`config.mk`:
```
export PLATFORM = sky130hd
export DESIGN_NAME = pipe_ctrl
export DESIGN_NICKNAME = d
export VERILOG_FILES = /design/src/rtl/pipe_ctrl_pkg.sv /design/src/rtl/pipe_ctrl_div_seq.sv /design/src/rtl/pipe_ctrl.sv
export SDC_FILE = /design/constraint.sdc
export NUM_CORES = 1
export LEC_CHECK = 0
export CELL_PAD_IN_SITES_DETAIL_PLACEMENT = 0
export CELL_PAD_IN_SITES_GLOBAL_PLACEMENT = 1
export CORE_AREA = 2 2 46 48
export DETAILED_ROUTE_END_ITERATION = 7
export DIE_AREA = 0 0 48 50
export HOLD_SLACK_MARGIN = 0.1
export PLACE_DENSITY_LB_ADDON = 0.1
export SLEW_MARGIN = 40
export SYNTH_ARGS = -nofsm -noshare
export SYNTH_HDL_FRONTEND = slang
export SYNTH_SLANG_ARGS = --single-unit
```
`constraint.sdc`:
```
create_clock -name clk -period 2.3 [get_ports clk]
set_clock_uncertainty 0.15 [all_clocks]
set_input_delay 0.345 -clock clk [delete_from_list [all_inputs] [get_ports clk]]
set_output_delay 0.345 -clock clk [all_outputs]
set_load 0.05 [all_outputs]
```
`src/rtl/pipe_ctrl_pkg.sv`:
```
// Shared types and constants for the pipeline controller: divider FSM
// states, the default iteration count and the stage-control bundle.
package pipe_ctrl_pkg;

    typedef enum logic [1:0] {
        S_IDLE = 2'd0,
        S_RUN  = 2'd1,
        S_DONE = 2'd2
    } div_state_t;

    // 32 quotient steps plus one sign fixup.
    localparam int DIV_CYCLES_DEF = 33;

    // Stage controls, MSB first: write enables PC..MEM/WB, then flushes IF/ID..EX/MEM.
    typedef struct packed {
        logic pcwr;
        logic if_id_wr;
        logic id_ex_wr;
        logic ex_mem_wr;
        logic mem_wb_wr;
        logic if_id_flush;
        logic id_ex_flush;
        logic ex_mem_flush;
    } stage_ctl_t;

    localparam stage_ctl_t CTL_RESET     = stage_ctl_t'(8'b00000_111);
    localparam stage_ctl_t CTL_RUN       = stage_ctl_t'(8'b11111_000);
    localparam stage_ctl_t CTL_FLUSH_ALL = stage_ctl_t'(8'b11111_111);

endpackage

```
`src/rtl/pipe_ctrl_div_seq.sv`:
```
// Divider sequencer: IDLE/RUN/DONE state machine plus iteration counter
// that paces the iterative divider in EX and raises the EX stall.
module div_seq
    import pipe_ctrl_pkg::*;
#(
    parameter int DIV_CYCLES = DIV_CYCLES_DEF,
    parameter int CNT_W      = 6
) (
    input  logic clk,
    input  logic reset,
    input  logic div_req,
    input  logic br_taken,
    input  logic ws_flush,
    output logic div_start,
    output logic div_step,
    output logic div_done,
    output logic div_busy,
    output logic div_stall
);

    div_state_t       state, state_nxt;
    logic [CNT_W-1:0] cnt, cnt_nxt;

    // NOTE: sequential state uses non-blocking assignments so every flop samples pre-edge values.
    always_ff @(posedge clk or posedge reset) begin
        if (reset) begin
            state <= S_IDLE;
            cnt   <= '0;
        end else begin
            state <= state_nxt;
            cnt   <= cnt_nxt;
        end
    end

    // NOTE: each comb output gets a default first so no path leaves it unassigned (no latch).
    always_comb begin
        state_nxt = state;
        cnt_nxt   = cnt;
        if (ws_flush) begin
            state_nxt = S_IDLE;
            cnt_nxt   = '0;
        end else begin
            case (state)
                S_IDLE: begin
                    if (div_req && !br_taken) begin
                        state_nxt = S_RUN;
                        cnt_nxt   = CNT_W'(DIV_CYCLES - 1);
                    end
                end
                S_RUN: begin
                    if (cnt == '0) state_nxt = S_DONE;
                    else           cnt_nxt   = cnt - CNT_W'(1);
                end
                S_DONE:  state_nxt = S_IDLE;
                default: begin
                    state_nxt = S_IDLE;
                    cnt_nxt   = '0;
                end
            endcase
        end
    end

    // An aborting ws_flush suppresses step/done for the squashed instruction.
    always_comb begin
        div_start = 1'b0;
        div_step  = 1'b0;
        div_done  = 1'b0;
        if (!reset) begin
            case (state)
                S_IDLE:  div_start = div_req && !br_taken && !ws_flush;
                S_RUN:   div_step  = !ws_flush;
                S_DONE:  div_done  = !ws_flush;
                default: ;
            endcase
        end
        div_busy  = !reset && (state != S_IDLE);
        div_stall = !reset && ((div_req && state != S_DONE) || state == S_RUN);
    end

endmodule

```
`src/rtl/pipe_ctrl.sv`:
```
// Pipeline sequencing controller: priority-encodes flush/redirect/stall
// requests into stage-register write enables and bubble flushes.
module pipe_ctrl
    import pipe_ctrl_pkg::*;
#(
    parameter int DIV_CYCLES = DIV_CYCLES_DEF,
    parameter int CNT_W      = 6
) (
    input  logic clk,
    input  logic reset,
    input  logic load_stall,
    input  logic div_req,
    input  logic br_taken,
    input  logic ws_flush,
    output logic pcwr,
    output logic IF_IDwr,
    output logic ID_EXwr,
    output logic EX_MEMwr,
    output logic MEM_WBwr,
    output logic IF_IDflush,
    output logic ID_EXflush,
    output logic EX_MEMflush,
    output logic div_start,
    output logic div_step,
    output logic div_done,
    output logic div_busy
);

    logic       div_stall;
    stage_ctl_t ctl;

    div_seq #(
        .DIV_CYCLES (DIV_CYCLES),
        .CNT_W      (CNT_W)
    ) u_div_seq (
        .clk       (clk),
        .reset     (reset),
        .div_req   (div_req),
        .br_taken  (br_taken),
        .ws_flush  (ws_flush),
        .div_start (div_start),
        .div_step  (div_step),
        .div_done  (div_done),
        .div_busy  (div_busy),
        .div_stall (div_stall)
    );

    always_comb begin
        ctl = CTL_RUN;
        if (reset) begin
            ctl = CTL_RESET;
        end else if (ws_flush) begin
            ctl = CTL_FLUSH_ALL;
        end else if (br_taken) begin
            ctl.if_id_flush = 1'b1;
            ctl.id_ex_flush = 1'b1;
        end else if (div_stall) begin
            // ID/EX is held, never flushed, so the divide operands survive a load-use hit.
            ctl.pcwr         = 1'b0;
            ctl.if_id_wr     = 1'b0;
            ctl.id_ex_wr     = 1'b0;
            ctl.ex_mem_flush = 1'b1;
        end else if (load_stall) begin
            ctl.pcwr        = 1'b0;
            ctl.if_id_wr    = 1'b0;
            ctl.id_ex_flush = 1'b1;
        end
    end

    assign pcwr        = ctl.pcwr;
    assign IF_IDwr     = ctl.if_id_wr;
    assign ID_EXwr     = ctl.id_ex_wr;
    assign EX_MEMwr    = ctl.ex_mem_wr;
    assign MEM_WBwr    = ctl.mem_wb_wr;
    assign IF_IDflush  = ctl.if_id_flush;
    assign ID_EXflush  = ctl.id_ex_flush;
    assign EX_MEMflush = ctl.ex_mem_flush;

endmodule

```
After elaboration in Yosys (flattened, before gate mapping) --
Cells that the tools add are included.
Storage, ports and cells: register bits 8, output and inout bits 12, word-level logic and storage cells 51
Operators by class: multiplexer cells 27, add/sub/neg operators 1, reduce and logical (&&, ||, !) cells 14, equality and inequality tests 7
Operators with widths (number):
- 6-bit 2-to-1 mux | 3
- 6-bit one-hot mux with 3 select lines | 1
- 1-bit 2-to-1 mux | 13
- 2-bit 2-to-1 mux | 5
- 3-bit 2-to-1 mux | 3
- 8-bit 2-to-1 mux | 1
- 6-bit logical NOT | 1
- 3-bit by 2-bit inequality test with 1-bit output, second input constant | 2
- 6-bit by 1-bit subtractor with 6-bit output, second input constant | 1
- 1-bit logical AND | 5
- 2-bit inequality test, second input constant | 2
- 2-bit one-hot mux with 2 select lines | 1
- 1-bit logical NOT | 3
- 3-bit inequality test, second input constant | 1
- 3-bit AND reduction | 1
- 2-bit by 1-bit equality test with 1-bit output, second input constant | 1
- 2-bit equality test, second input constant | 1
- 2-bit logical NOT | 1
- 2-bit AND reduction | 1
- 2-bit nonzero test | 1
- 1-bit logical OR | 1

Depth between registers and ports, before layout --
word-level depth 8, gate-level depth with buffers 6, mapped depth without buffers 6

By module --
Synthesis repeated with hierarchy kept, for this count alone.
Unflattened totals: cells, all modules 72, area total of the unflattened synthesis 611.8 um^2
By module, submodules not included:
- div_seq | cells an instance 60, instances 1, area each 541.8 um^2
- pipe_ctrl | cells an instance 12, instances 1, area each 70.1 um^2

Worst setup path after synthesis --
Ideal clock, no wire load.
kind flip-flop to output port, from register u_div_seq.state[0], to output div_done, data arrival time 2260 ps, slack -455 ps, stages on the path, launching flop included 3, path buffers 1, path through dfrtp_1 -> clkbuf_1 -> nor4b_1
On the way: word-level cells in the longest chain between the ends 3
RTL lines:
- from (decl) | RTL line pipe_ctrl_div_seq.sv:21 | div_state_t state, state_nxt;
- from (signal assigned) | RTL line pipe_ctrl_div_seq.sv:30 | state <= state_nxt;
- 2-bit equality test | RTL line pipe_ctrl_div_seq.sv:69 | case (state)
- 1-bit 2-to-1 mux | RTL line pipe_ctrl_div_seq.sv:69
- 1-bit 2-to-1 mux | RTL line pipe_ctrl_div_seq.sv:68 | if (!reset) begin
- to (decl) | RTL line pipe_ctrl.sv:25 | output logic div_done,
Every way passes these cells.

Worst setup path in the final report --
from input div_req, to output ID_EXflush
On the way: word-level cells in the longest chain between the ends 7
RTL lines:
- from (decl) | RTL line pipe_ctrl.sv:12 | input logic div_req,
- 1-bit logical AND | RTL line pipe_ctrl_div_seq.sv:77 | div_stall = !reset && ((div_req && state != S_DONE) || state == S_RUN);
- 1-bit logical OR | RTL line pipe_ctrl_div_seq.sv:77
- 1-bit logical AND | RTL line pipe_ctrl_div_seq.sv:77
- 1-bit 2-to-1 mux | RTL line pipe_ctrl.sv:57 | end else if (div_stall) begin
- 1-bit 2-to-1 mux | RTL line pipe_ctrl.sv:54 | end else if (br_taken) begin
- 3-bit 2-to-1 mux | RTL line pipe_ctrl.sv:52 | end else if (ws_flush) begin
- 8-bit 2-to-1 mux | RTL line pipe_ctrl.sv:50 | if (reset) begin
- to (decl) | RTL line pipe_ctrl.sv:21 | output logic ID_EXflush,
Every way passes these cells.

==> impl_results.md <==
- First-pass GRT wire length: between 2000 and 3000 um
- CP max stage delay: 0.53 ns
- R2r endpoint: u_div_seq.cnt[3]
- YS warnings: 0
- FP Rows: 16
- CTS H-tree lvls: 1
- Initial cell density of the core: 31.0%
- Vias per Instance: 4.84
- Cell taking the most area after synthesis: dfrtp_1
- Post-synth EDFFs: 0
- Setup slack, reg-to-reg: ~0.56 ns
- Register area share after synthesis: between 30% and 40%
- Pin count of the biggest net entering global routing: 12
- Die H: ~50 um
- Area of the multi-input gates: around 350 sq um
- Worst Path Arrival: ~1.6 ns
- Initial antenna violation count: 0
- Period minus WS final: around 2.1 ns
- Worst path cell trace: clkdlybuf4s50_1 -> nor2_1 -> o21ai_1 -> inv_1 -> a21o_1 -> buf_4
- FFs w/ async S/R, synth: 100%
- Setup TNS: 0 ns
- Wire length per cell: between 10 and 15 um
- Clock share of power: 20.4%
- Port Buf Inserts: 17
- Period Utilization, post-route: roughly 90%
- First DRT Iteration DRCs: 9
- Crit Path Max Fanout: 5
- Unrepaired setup endpoints after global routing: no
- Vias in the first global route: 568
- VDD IR max: about 0.39 mV
- Register area: roughly 200 sq um
- Crit. Startpoint: div_req
- GPL Wtd Cong: ~0.70
- CP Launch Type: input pin
- Max Cap Violations: 0
- Commonest cells in the synthesized netlist: nor2_1, dfrtp_1, a21oi_1
- Status: complete, no violations
- Die width: 48 um
- Placed cells: 116
- CP required: 1.80 ns
- Rel. slew slack: 70.3%
- Total Nets Final: 102
- Clk slew on worst S/H paths: 0.05 ns
- Setup WS post-layout: 0.172 ns
- Crit. End Element: primary output
- Max Clk Rate: ~470 MHz
- Syn-to-layout area delta: 58.8%
- Post-synthesis net count: 80
- Fill cell count: 182
- Pwr dens: 561 mW/mm^2
- Dpl cell area: 908 sq um
- Post-DRT Antenna Nets: 0
- Post-synth top flop: dfrtp_1
- Dpl hpwl: 1160 um
- Final Instance Area: 936 sq um
- Final hold vios: 0
- Share of cells above drive strength 1: 30.4%
- GR Overflow Total: 0
- CTS Hold Bufs: 0
- Reg2Reg Depth: 6
- Sw frac: 38.1%
- DRT Pass-1 Iters: 4
- Leakage: 0.406 nW
- Postcts setup bufs: 0
- Total track usage: between 10% and 20%
- P_int: 0.325 mW
- Final setup fails: 0
- Crit path kind: in -> out
- Via count: 576
- Synthesized area: 589 sq um
- Finished Core Util: between 40% and 50%
- Slew @ Worst Pin: 0.439 ns
- Synth top area share: 34.0%
- Yosys cell types: 30
- Clock Latency Late Sink: 0.25 ns
- Clock Sink Count: 8
- Worst path slowest cell: clkdlybuf4s50_1
- Sequential power share: 33.7%
- Fin cells: 119
- Gate power share: 45.9%
- Core area: 0.00190 sq mm
- Ranking of synthesized cells by area: dfrtp_1, nor2_1, a21oi_1
- Cells after Synth: a little over 70
- # diodes: 0
- Crit Reg-Reg Startpoint: u_div_seq.cnt[0]
- CTS buffer count: 3
- Residual DRC: 0
- Final Max Slew Viols: 0
- Top-level port count: 18
- Hold WS: 0.399 ns
- Top-count cell post-synth: nor2_1
- Dpl ws: 0.165 ns
- Mapped Avg Cell Area: between 8 and 9 sq um
- Class of the worst hold path: in -> async
- TritonCTS clock tree: yes
- Final total power: 0.525 mW
- Seq cells post-synth: 8
- Largest buffer count on any clock path: 2
- Die ar.: 0.00240 sq mm
- Switch Pwr: 0.200 mW
- Root buf cell: clkbuf_4
- Detailed Route WL: roughly 1400 um
==> cell type report <==
type,count,area share [%]
inverter,6,2.41
tap,27,3.61
sequential,8,21.5
clock buffer,3,2.41
timing repair buffer,22,32.4
multi-input combinational,53,37.7
==> logic make-up (layout without fill, tap and decap cells) <==
group	Yosys count	count (layout)	share of synthesized area [%]
adder cells (fa/ha/maj)	2	2	4.25
AO/OA/AOI/OAI	21	21	24.0
XOR/XNOR	1	1	1.49
AND/OR/NAND/NOR	29	29	28.0
buffers and inverters	11	31	8.28
flip-flops	8	8	34.0
==> per-layer routing <==
metal	vias up	global-route usage, %	wire length (um)	share of wire [%]
met1	266	21.4	697	48
met2	11	21.1	679	47
met3	2	5.49	57	3.9
met5	-	0	0	0
li1	297	-	-	-
met4	0	4.05	12	0.83
==> how the worst max path moves through the flow <==
stage | end | slack [ns] | depth (start not counted)
after detailed placement | EX_MEMflush | 0.16 | 6
after floorplan | div_step | 0.09 | 2
after global placement | EX_MEMflush | 0.13 | 6
final | ID_EXflush | 0.17 | 6
after CTS | EX_MEMflush | 0.16 | 6
after global routing | ID_EXflush | 0.05 | 6
==> flip-flops by register name, indices dropped and copies added, names as in the netlist <==
register and cells:
u_div_seq.cnt 6, u_div_seq.state 2
==> worst max-delay path, delay by kind of cell <==
family / cells / cell delay, ns
buffers and inverters: 3 / 0.81
and+or+nand+nor: 1 / 0.06
AOI/OAI and AO/OA: 2 / 0.41
==> power by group through the flow <==
stage	combinational (mW)	sequential (mW)	clock [mW]
2_1_floorplan	0.163	0.170	0
3_3_place_gp	0.242	0.179	0
3_5_place_dp	0.241	0.179	0
4_1_cts	0.242	0.176	0.117
5_1_grt	0.266	0.181	0.121
6_report	0.241	0.177	0.107
==> placed cells by master (no fill, tap or decap), drive strengths merged, types with 2 or more instances in the layout <==
cell type	count
clkdlybuf4s50	5
clkbuf	3
nand2b	3
ha	2
a21oi	7
o21bai	2
o21ai	5
nor2	11
nor3	2
or3	5
dfrtp	8
buf	17
nor3b	2
nand2	2
inv	6
==> what timing repair did <==
| item | 4_1_cts | 5_1_grt |
|---|---|---|
| endpoints found under the hold margin | 0 | 0 |
| setup endpoints to repair | 0 | 1 |
| resized for setup | 0 | 2 |
Power figures use the tool's default switching activity.
